## src/rtl/apb_seq_pkg.sv

```systemverilog
// rtl/apb_seq_pkg.sv - shared types and policy constants for the APB request sequencer
package apb_seq_pkg;

  localparam int ADDR_W = 8;
  localparam int DATA_W = 16;

  // When APB_done lands in the same cycle the timeout fires, the real completion is reported.
  localparam bit DONE_WINS_TIMEOUT = 1'b1;

  typedef enum logic [1:0] {
    IDLE    = 2'd0,
    WAIT    = 2'd1,
    CAPTURE = 2'd2
  } seq_state_t;

  typedef struct packed {
    logic              write;
    logic [ADDR_W-1:0] addr;
    logic [DATA_W-1:0] wdata;
  } cmd_t;

  typedef struct packed {
    logic              write;
    logic [DATA_W-1:0] rdata;
    logic              err;
    logic              timeout;
  } rsp_t;

endpackage

```

## src/rtl/apb_sync_fifo.sv

```systemverilog
// rtl/apb_sync_fifo.sv - single-clock FIFO with occupancy count, used for command and response queues
module apb_sync_fifo #(
  parameter int WIDTH = 8,
  parameter int DEPTH = 4,
  localparam int AW = $clog2(DEPTH)
) (
  input  logic             clk,
  input  logic             rst,
  input  logic             push,
  input  logic [WIDTH-1:0] push_data,
  input  logic             pop,
  output logic [WIDTH-1:0] pop_data,
  output logic             full,
  output logic             empty,
  output logic [AW:0]      count
);

  logic [WIDTH-1:0] mem [DEPTH];
  logic [AW-1:0]    wr_ptr;
  logic [AW-1:0]    rd_ptr;
  logic             push_ok;
  logic             pop_ok;

  assign full     = (count == (AW+1)'(DEPTH));
  assign empty    = (count == '0);
  assign push_ok  = push && !full;
  assign pop_ok   = pop && !empty;
  assign pop_data = mem[rd_ptr];

  // Pointers wrap naturally because DEPTH is a power of two.
  always_ff @(posedge clk or posedge rst) begin
    if (rst) begin
      wr_ptr <= '0;
      rd_ptr <= '0;
      count  <= '0;
    end else begin
      if (push_ok) wr_ptr <= wr_ptr + AW'(1);
      if (pop_ok)  rd_ptr <= rd_ptr + AW'(1);
      case ({push_ok, pop_ok})
        2'b10:   count <= count + (AW+1)'(1);
        2'b01:   count <= count - (AW+1)'(1);
        default: count <= count;
      endcase
    end
  end

  always_ff @(posedge clk) begin
    if (push_ok) mem[wr_ptr] <= push_data;
  end

endmodule

```

## src/rtl/apb_req_sequencer.sv

```systemverilog
// rtl/apb_req_sequencer.sv - queues host commands, issues them one at a time to the APB master, returns responses
module apb_req_sequencer
  import apb_seq_pkg::*;
#(
  parameter int ADDR_WIDTH     = ADDR_W,
  parameter int DATA_WIDTH     = DATA_W,
  parameter int CMD_DEPTH      = 4,
  parameter int RSP_DEPTH      = 4,
  parameter int TIMEOUT_CYCLES = 64
) (
  input  logic                         APB_pclk,
  input  logic                         APB_preset,
  input  logic                         cmd_valid,
  output logic                         cmd_ready,
  input  logic                         cmd_write,
  input  logic [ADDR_WIDTH-1:0]        cmd_addr,
  input  logic [DATA_WIDTH-1:0]        cmd_wdata,
  output logic                         rsp_valid,
  input  logic                         rsp_ready,
  output logic                         rsp_write,
  output logic [DATA_WIDTH-1:0]        rsp_rdata,
  output logic                         rsp_err,
  output logic                         rsp_timeout,
  output logic                         APB_transfer,
  output logic                         APB_rd_wr,
  output logic [ADDR_WIDTH-1:0]        APB_write_addr,
  output logic [DATA_WIDTH-1:0]        APB_write_data,
  output logic [ADDR_WIDTH-1:0]        APB_read_addr,
  input  logic                         APB_done,
  input  logic                         APB_slverr,
  input  logic [DATA_WIDTH-1:0]        APB_read_data,
  output logic                         busy,
  output logic [$clog2(CMD_DEPTH):0]   cmd_count
);

  localparam int CNT_W    = (TIMEOUT_CYCLES > 1) ? $clog2(TIMEOUT_CYCLES) : 1;
  localparam int TMO_LAST = (TIMEOUT_CYCLES > 0) ? TIMEOUT_CYCLES - 1 : 0;

  seq_state_t               state;
  logic [CNT_W-1:0]         tmo_cnt;
  logic                     cap_write;
  logic                     cap_err;
  logic                     cap_timeout;

  cmd_t                     cmd_in;
  cmd_t                     cmd_head;
  logic                     cmd_push;
  logic                     cmd_pop;
  logic                     cmd_full;
  logic                     cmd_empty;

  rsp_t                     rsp_in;
  rsp_t                     rsp_head;
  logic                     rsp_push;
  logic                     rsp_pop;
  logic                     rsp_full;
  logic                     rsp_empty;
  logic [$clog2(RSP_DEPTH):0] rsp_count;

  logic                     tmo_reached;
  logic                     end_by_done;
  logic                     end_by_tmo;

  assign cmd_in   = '{write: cmd_write, addr: cmd_addr, wdata: cmd_wdata};
  assign cmd_ready = !cmd_full;
  assign cmd_push  = cmd_valid && cmd_ready;

  assign tmo_reached = (TIMEOUT_CYCLES != 0) && (tmo_cnt == CNT_W'(TMO_LAST));
  assign end_by_done = (state == WAIT) && APB_done && (DONE_WINS_TIMEOUT || !tmo_reached);
  assign end_by_tmo  = (state == WAIT) && tmo_reached && !end_by_done;
  assign cmd_pop     = end_by_done || end_by_tmo;

  // Read data arrives the cycle after done, which is exactly the CAPTURE cycle.
  assign rsp_push = (state == CAPTURE);
  assign rsp_in   = '{write:   cap_write,
                      rdata:   (cap_write || cap_timeout) ? '0 : APB_read_data,
                      err:     cap_err,
                      timeout: cap_timeout};

  assign rsp_valid   = !rsp_empty;
  assign rsp_pop     = rsp_valid && rsp_ready;
  assign rsp_write   = rsp_head.write;
  assign rsp_rdata   = rsp_head.rdata;
  assign rsp_err     = rsp_head.err;
  assign rsp_timeout = rsp_head.timeout;

  assign busy = (state != IDLE) || !cmd_empty;

  apb_sync_fifo #(
    .WIDTH ($bits(cmd_t)),
    .DEPTH (CMD_DEPTH)
  ) u_cmd_fifo (
    .clk       (APB_pclk),
    .rst       (APB_preset),
    .push      (cmd_push),
    .push_data (cmd_in),
    .pop       (cmd_pop),
    .pop_data  (cmd_head),
    .full      (cmd_full),
    .empty     (cmd_empty),
    .count     (cmd_count)
  );

  apb_sync_fifo #(
    .WIDTH ($bits(rsp_t)),
    .DEPTH (RSP_DEPTH)
  ) u_rsp_fifo (
    .clk       (APB_pclk),
    .rst       (APB_preset),
    .push      (rsp_push),
    .push_data (rsp_in),
    .pop       (rsp_pop),
    .pop_data  (rsp_head),
    .full      (rsp_full),
    .empty     (rsp_empty),
    .count     (rsp_count)
  );

  always_ff @(posedge APB_pclk or posedge APB_preset) begin
    if (APB_preset) begin
      state          <= IDLE;
      tmo_cnt        <= '0;
      APB_transfer   <= 1'b0;
      APB_rd_wr      <= 1'b0;
      APB_write_addr <= '0;
      APB_write_data <= '0;
      APB_read_addr  <= '0;
      cap_write      <= 1'b0;
      cap_err        <= 1'b0;
      cap_timeout    <= 1'b0;
    end else begin
      case (state)
        IDLE: begin
          // Issuing only with a free response slot guarantees the response FIFO never overflows.
          if (!cmd_empty && !rsp_full) begin
            APB_transfer <= 1'b1;
            APB_rd_wr    <= cmd_head.write;
            tmo_cnt      <= '0;
            state        <= WAIT;
            if (cmd_head.write) begin
              APB_write_addr <= cmd_head.addr;
              APB_write_data <= cmd_head.wdata;
              APB_read_addr  <= '0;
            end else begin
              APB_write_addr <= '0;
              APB_write_data <= '0;
              APB_read_addr  <= cmd_head.addr;
            end
          end
        end
        WAIT: begin
          tmo_cnt <= tmo_cnt + CNT_W'(1);
          if (end_by_done) begin
            APB_transfer <= 1'b0;
            cap_write    <= APB_rd_wr;
            cap_err      <= APB_slverr;
            cap_timeout  <= 1'b0;
            state        <= CAPTURE;
          end else if (end_by_tmo) begin
            APB_transfer <= 1'b0;
            cap_write    <= APB_rd_wr;
            cap_err      <= 1'b1;
            cap_timeout  <= 1'b1;
            state        <= CAPTURE;
          end
        end
        CAPTURE: begin
          tmo_cnt <= '0;
          state   <= IDLE;
        end
        default: state <= IDLE;
      endcase
    end
  end

endmodule

```

## config.mk

```make
export PLATFORM = sky130hd
export DESIGN_NAME = apb_req_sequencer
export DESIGN_NICKNAME = d
export VERILOG_FILES = /design/src/rtl/apb_seq_pkg.sv /design/src/rtl/apb_sync_fifo.sv /design/src/rtl/apb_req_sequencer.sv
export SDC_FILE = /design/constraint.sdc
export NUM_CORES = 1
export LEC_CHECK = 0
export BUFFER_PORTS_ARGS = -buffer_cell sky130_fd_sc_hd__buf_2
export CAP_MARGIN = 10
export CORE_MARGIN = 8
export CORE_UTILIZATION = 62
export DETAILED_ROUTE_END_ITERATION = 10
export GPL_ROUTABILITY_DRIVEN = 0
export HOLD_SLACK_MARGIN = 0.05
export PLACE_DENSITY = 0.84
export SYNTH_ARGS = -nofsm -noshare
export SYNTH_HDL_FRONTEND = slang
export SYNTH_SLANG_ARGS = --single-unit
export TNS_END_PERCENT = 1
```

## constraint.sdc

```tcl
create_clock -name APB_pclk -period 6.4 [get_ports APB_pclk]
set_input_delay 0.32 -clock APB_pclk [delete_from_list [all_inputs] [get_ports APB_pclk]]
set_output_delay 0.32 -clock APB_pclk [all_outputs]
set_load 0.02 [all_outputs]
```

# After elaboration in Yosys (flattened, before gate mapping)
# Memories as Yosys holds them, arrays and structs flattened.
# Index checks and enable logic that the tools add are counted.
# Widths: inputs -> output; s select.
op_classes:
  addsub: 9
  n_eq_ne: 11
  mux: 25
  n_reduce_logical: 32
ops:
  columns: ["op", "count"]
  rows:
  - ["$mux 16", 2]
  - ["$pmux 6 s3", 1]
  - ["$mux 8", 2]
  - ["$mux 1", 12]
  - ["$pmux 3 s2", 2]
  - ["$logic_and 1x1->1", 10]
  - ["$reduce_bool 2->1", 5]
  - ["$add 2x1->2 const B", 4]
  - ["$reduce_and 2->1", 4]
  - ["$add 3x1->3 const B", 2]
  - ["$add 6x1->6 const B", 1]
  - ["$eq 2x1->1 const B", 3]
  - ["$eq 2x2->1 const B", 3]
  - ["$eq 3x3->1 const B", 2]
  - ["$eq 6x6->1 const B", 1]
  - ["$logic_not 3->1", 2]
  - ["$mux 2", 3]
  - ["$mux 6", 1]
  - ["$sub 3x1->3 const B", 2]
  - ["$logic_not 1->1", 5]
  - ["$pmux 2 s2", 1]
  - ["$logic_or 1x1->1", 3]
  - ["$ne 3x3->1 const B", 1]
  - ["$reduce_and 3->1", 1]
  - ["other kinds (4)", 4]
word_totals:
  regBits: 59
  ramBits: 176
  input_bits: 47
  out_inout_bits: 59
  wordCells: 95
  memories: 2
mem_list:
  columns: ["name", "depth", "word_bits", "read_ports", "rd_ports_with_merged_regs", "write_ports", "line", "source"]
  rows:
  - ["u_cmd_fifo.mem", 4, 25, 1, 0, 1, "apb_sync_fifo.sv:18", "logic [WIDTH-1:0] mem [DEPTH];"]
  - ["u_rsp_fifo.mem", 4, 19, 1, 0, 1, "apb_sync_fifo.sv:18", null]

# Logic depth before layout (Yosys ltp)
logic_depth:
  depth_word: 8
  depth_mapped: 12
  mapped_depth_nobuf: 11

# Hierarchy
# A second synthesis with hierarchy kept.
hier_totals:
  cells_unflattened: 531
  hier_area_um2: 9375.2
modules_own_cells:
  columns: ["mod", "n_inst", "cells_per_inst", "area_each_um2", "seq_area_each_um2"]
  rows:
  - ["apb_sync_fifo at u_cmd_fifo", 1, 169, 4083.9, 3178.0]
  - ["apb_sync_fifo at u_rsp_fifo", 1, 137, 3189.3, 2457.4]
  - ["apb_req_sequencer", 1, 225, 2102.0, 1126.1]

# Least setup slack after synthesis
# OpenSTA, ideal clock, no wires.
synth_path:
  kind: "reg2reg"
  from: "reg state[1]"
  to: "reg u_cmd_fifo.count[2]"
  setup_time_ns: 0.080
  t_arrival_ns: 2.249
  t_required_ns: 6.320
  path_slack_ns: 4.071
  stages_incl_launch_ff: 13
  n_path_buf: 1
  period_less_slack_ns: 2.329
  cell_sequence: "dfrtp_1 -> inv_1 -> ha_1 -> clkbuf_1 -> and2_1 -> a41oi_1 -> nor2_1 -> ha_1 -> inv_1 -> fa_1 -> xor2_1 -> nor2_1 -> xor2_1"
synth_via:
  elab_chain_len: 8
  word_cells_on_any_way: 11
  classes_between: "eq/ne (3); mux (1); reduce/logical (7)"
synth_lines:
  columns: ["element", "line", "source"]
  rows:
  - ["start: declaration", "apb_req_sequencer.sv:39", "seq_state_t state;"]
  - ["start signal: assignment", "apb_req_sequencer.sv:121", "state <= IDLE;"]
  - ["start signal: assignment", "apb_req_sequencer.sv:139", "state <= WAIT;"]
  - ["start signal: assignment", "apb_req_sequencer.sv:158", "state <= CAPTURE;"]
  - ["$eq 2x1->1 *", "apb_req_sequencer.sv:69, apb_req_sequencer.sv:70", null]
  - ["$logic_and 1x1->1", "apb_req_sequencer.sv:69", "assign end_by_done = (state == WAIT) && APB_done && (DONE_WINS_TIMEOUT || !tmo_reached);"]
  - ["$logic_not 1->1", "apb_req_sequencer.sv:70", "assign end_by_tmo = (state == WAIT) && tmo_reached && !end_by_done;"]
  - ["$logic_and 1x1->1", "apb_req_sequencer.sv:70", null]
  - ["$logic_or 1x1->1 *", "apb_req_sequencer.sv:71", "assign cmd_pop = end_by_done || end_by_tmo;"]
  - ["$logic_and 1x1->1 *", "apb_sync_fifo.sv:27", "assign pop_ok = pop && !empty;"]
  - ["via u_cmd_fifo.pop_ok", "apb_sync_fifo.sv:22", "logic pop_ok;"]
  - ["$eq 2x1->1 or $eq 2x2->1 (tied branches)", "apb_sync_fifo.sv:39", "case ({push_ok, pop_ok})"]
  - ["$pmux 3 s2 or $reduce_bool 2->1 (tied branches)", null, null]
  - ["end signal: assignment", "apb_sync_fifo.sv:40", "2'b10: count <= count + (AW+1)'(1);"]
  - ["end signal: assignment", "apb_sync_fifo.sv:41", "2'b01: count <= count - (AW+1)'(1);"]
  - ["end signal: assignment", "apb_sync_fifo.sv:42", "default: count <= count;"]
  - ["end: declaration", "apb_sync_fifo.sv:15", "output logic [AW:0] count"]
# The timed path passes the listed nets; every way through them passes the cells marked *.
# A chain may end at the register's enable or synchronous reset.

# Final worst setup path
# Same ends and word-level chain as after synthesis.

==> key figures <==
Floorplanning
  – IO Pins: 106
  – Row cnt: 44
  – Die Y: 137 µm
  – Total die area: about 19000 µm²
  – Core ar.: about 14000 µm²
  – Width of the chip: 137 µm
  – Initial core utilization: 0.632

Critical path
  – Critical path data required time: 6830 ps
  – Setup slack, reg-to-reg: 3640 ps
  – Worst Setup Start Kind: flip-flop
  – Crit end category: flip-flop
  – Worst EP arrival: ~3200 ps
  – Reg-to-reg startpoint: state[1]
  – Worst setup path class: reg2reg
  – FF-to-FF End: u_cmd_fifo.count[2]
  – Reg2Reg Depth: 11
  – Worst-path fanout max: 17

Timing
  – Setup-failing EPs final: 0
  – Clk_skew: around 19 ps
  – Crit path time final: 2760 ps
  – Final Hold Fails: 0
  – Slew margin rel.: 0.320
  – Max frequency: 362 MHz
  – Max-slew violation count: 0
  – Slew @ Worst Pin: 1020 ps
  – RSZ-0062 raised after global routing: no
  – Period utilization: 0.432
  – Fin Hold WS: 24.2 ps
  – Setup TNS: 0 ps

Routing
  – WL/cell: approximately 22 µm
  – Initial DRT Pass Iterations: 4
  – Via Count: 4841
  – 1st-iter DRT viols: 321
  – Total Wirelength: 17900 µm
  – Drt drc: 0
  – ANT nets after route: 0
  – Via density: around 5.9

Global route
  – Global-route wire length before repair: 28100 µm
  – Grt ovf: 0
  – Number of global-route vias before repair: 5286
  – GRT Total Usage: 0.193
  – Initial antenna violation count: 0
  – Largest net degree at the start of global routing: 60

Min path
  – Worst hold path class: in2async

Layout
  – Share of cells above drive strength 1: 0.313
  – Cell area after layout: about 11000 µm²
  – # nets final: 682
  – Final Core Density: 0.749
  – Layout area overhead: 18.6%
  – Number of antenna diodes: 0

Pwr
  – Leakage power: 0.00422 µW
  – Worst vdd ir: 293 µV
  – Pwr Density: between 400 and 500 nW/µm²
  – Pwr Total: between 5000 and 6000 µW

Clocking
  – Post-CTS sizing: 0
  – CTS buffer count: 24
  – Clock-pin slew on the worst setup and hold paths: roughly 60 ps
  – H-tree depth: 1
  – CTS root buffer: clkbuf_16
  – Clk_lat worst skew: around 500 ps
  – Clock tree buffer depth: 3
  – TritonCTS Sinks: 235
  – CTS tree: done

Synthesis
  – Syn Nets: 539
  – Syn_area_per_cell: 19.3 µm²
  – Distinct cells, synth: 42
  – Synth Instances: 475
  – Synth Cell Area: 9140 µm²
  – Syn. warnings: 0
  – Seq cells post-synth: 235
  – Sequential area share after synthesis: 0.739

Placement
  – Placed cell area: about 9800 µm²
  – IO Port Bufs: about 110
  – DP HPWL: 11100 µm

Job
  – Max cap viols: 0

Run status
  – Status: finished, final reports clean
==> cells by family (layout without fill, tap and decap cells) <==
kind of cell / Yosys count / after routing / share of synthesized area
AOI/OAI and AO/OA: 50 / 50 / 0.0437
xor gates and xnor gates: 12 / 12 / 0.0115
adders and majority gates: 17 / 17 / 0.0249
buffers and inverters: 36 / 197 / 0.0196
DFF: 235 / 235 / 0.739
muxes: 49 / 49 / 0.115
and+or+nand+nor: 76 / 76 / 0.0461
==> power breakdown <==
group          switching [µW]  internal [µW]  total [µW]
clock                     543            780        1320
combinational             935            698        1630
sequential                233           2030        2270
==> worst max-delay path, stage by stage (launching register included) <==
cell	delay (ps)
dfrtp_1	410
inv_1	120
ha_1	510
and2_1	270
a41oi_1	100
nor2_1	220
ha_1	210
inv_1	60
fa_1	380
xor2_1	150
nor2_1	100
xor2_1	150
==> cells in the mapped netlist <==
library cell  number  share of area
a21o_1             2         0.0016
nor2b_4            1         0.0015
nand3b_1           1        0.00082
clkbuf_1           7         0.0029
o22a_1             1        0.00096
and2_1            19          0.013
nand3_2            1         0.0011
a21boi_1           1        0.00082
nor3_1             1        0.00055
or3b_1             1        0.00096
xnor2_1            5         0.0048
mux2i_1            1         0.0011
buf_4              1        0.00082
o21ai_0            5         0.0027
mux4_1             1         0.0029
a311oi_1           1        0.00096
inv_1             16         0.0066
a22o_1            30          0.029
mux2_2             3         0.0037
nand4b_1           3         0.0029
ha_1              15          0.021
a21oi_1            3         0.0016
a311o_1            1         0.0011
nand3_1            4         0.0022
nor2_1            10         0.0041
edfxtp_1         176           0.58
xor2_1             7         0.0067
mux2_1             1         0.0012
o211ai_1           3         0.0025
o311ai_0           1        0.00096
or3_1              2         0.0014
dfrtp_1           59           0.16
buf_6              4         0.0049
nand2b_1           2         0.0014
buf_2              8         0.0044
nor4b_1            1        0.00096
fa_1               2         0.0044
and3_1            11         0.0075
a31oi_1            1        0.00068
a41oi_1            1        0.00096
nand2_1           19         0.0078
mux4_2            43           0.11
==> layout by cell type, fill, tap and decap left out, drive strengths merged, types with 16 or more instances in the layout <==
master and n:
edfxtp 176, buf 112, dfrtp 59, mux4 44
clkbuf 33, a22o 30, dlygate4sd3 25, nand2 19
and2 19, inv 16
==> sequential cells by signal, summed over array words and instances, names as in the netlist, 3 cells and up <==
register / count
APB_write_data: 16
u_cmd_fifo.count: 3
u_rsp_fifo.count: 3
APB_read_addr: 8
tmo_cnt: 6
u_cmd_fifo.mem: 100
u_rsp_fifo.mem: 76
APB_write_addr: 8
==> layer usage <==
| metal | GRT usage | share of wire | vias to the layer above |
|---|---|---|---|
| li1 | - | - | 2159 |
| met1 | 0.233 | 0.38 | 2467 |
| met2 | 0.345 | 0.53 | 181 |
| met3 | 0.0357 | 0.070 | 34 |
| met4 | 0.0628 | 0.020 | 0 |
| met5 | 0 | 0 | - |
==> cell type report <==
cell class,count,area (µm²)
inverters,16,60.1
fillers,824,3630
well taps,184,230
clock inverters,11,87.6
clock buffers,33,676
repair buffers,137,828
flip-flops and latches,235,6760
multi-input cells,204,2200
==> repair_timing <==
action,4_1_cts,5_1_grt
setup buffers,0,0
hold buffers,25,0
hold endpoints to repair,95,0
==> worst max path at each step <==
stage	start	to	slack (ps)	cells past startpoint
after detailed placement	state[1]	u_cmd_fifo.count[2]	3660	11
after CTS	state[1]	u_cmd_fifo.count[2]	3630	11
final	state[1]	u_cmd_fifo.count[2]	3640	11
after floorplan	state[1]	u_cmd_fifo.count[2]	4070	12
after global placement	state[1]	u_cmd_fifo.count[2]	3810	11
after global routing	state[1]	u_cmd_fifo.count[2]	3380	11
==> metrics by stage <==
step           std cells  setup WS, ps
2_1_floorplan        475          4070
3_3_place_gp         751          3810
3_5_place_dp         751          3660
4_1_cts              820          3630
5_1_grt              820          3380
6_report             820          3640
Note: power is estimated with default switching activity, not from simulation.
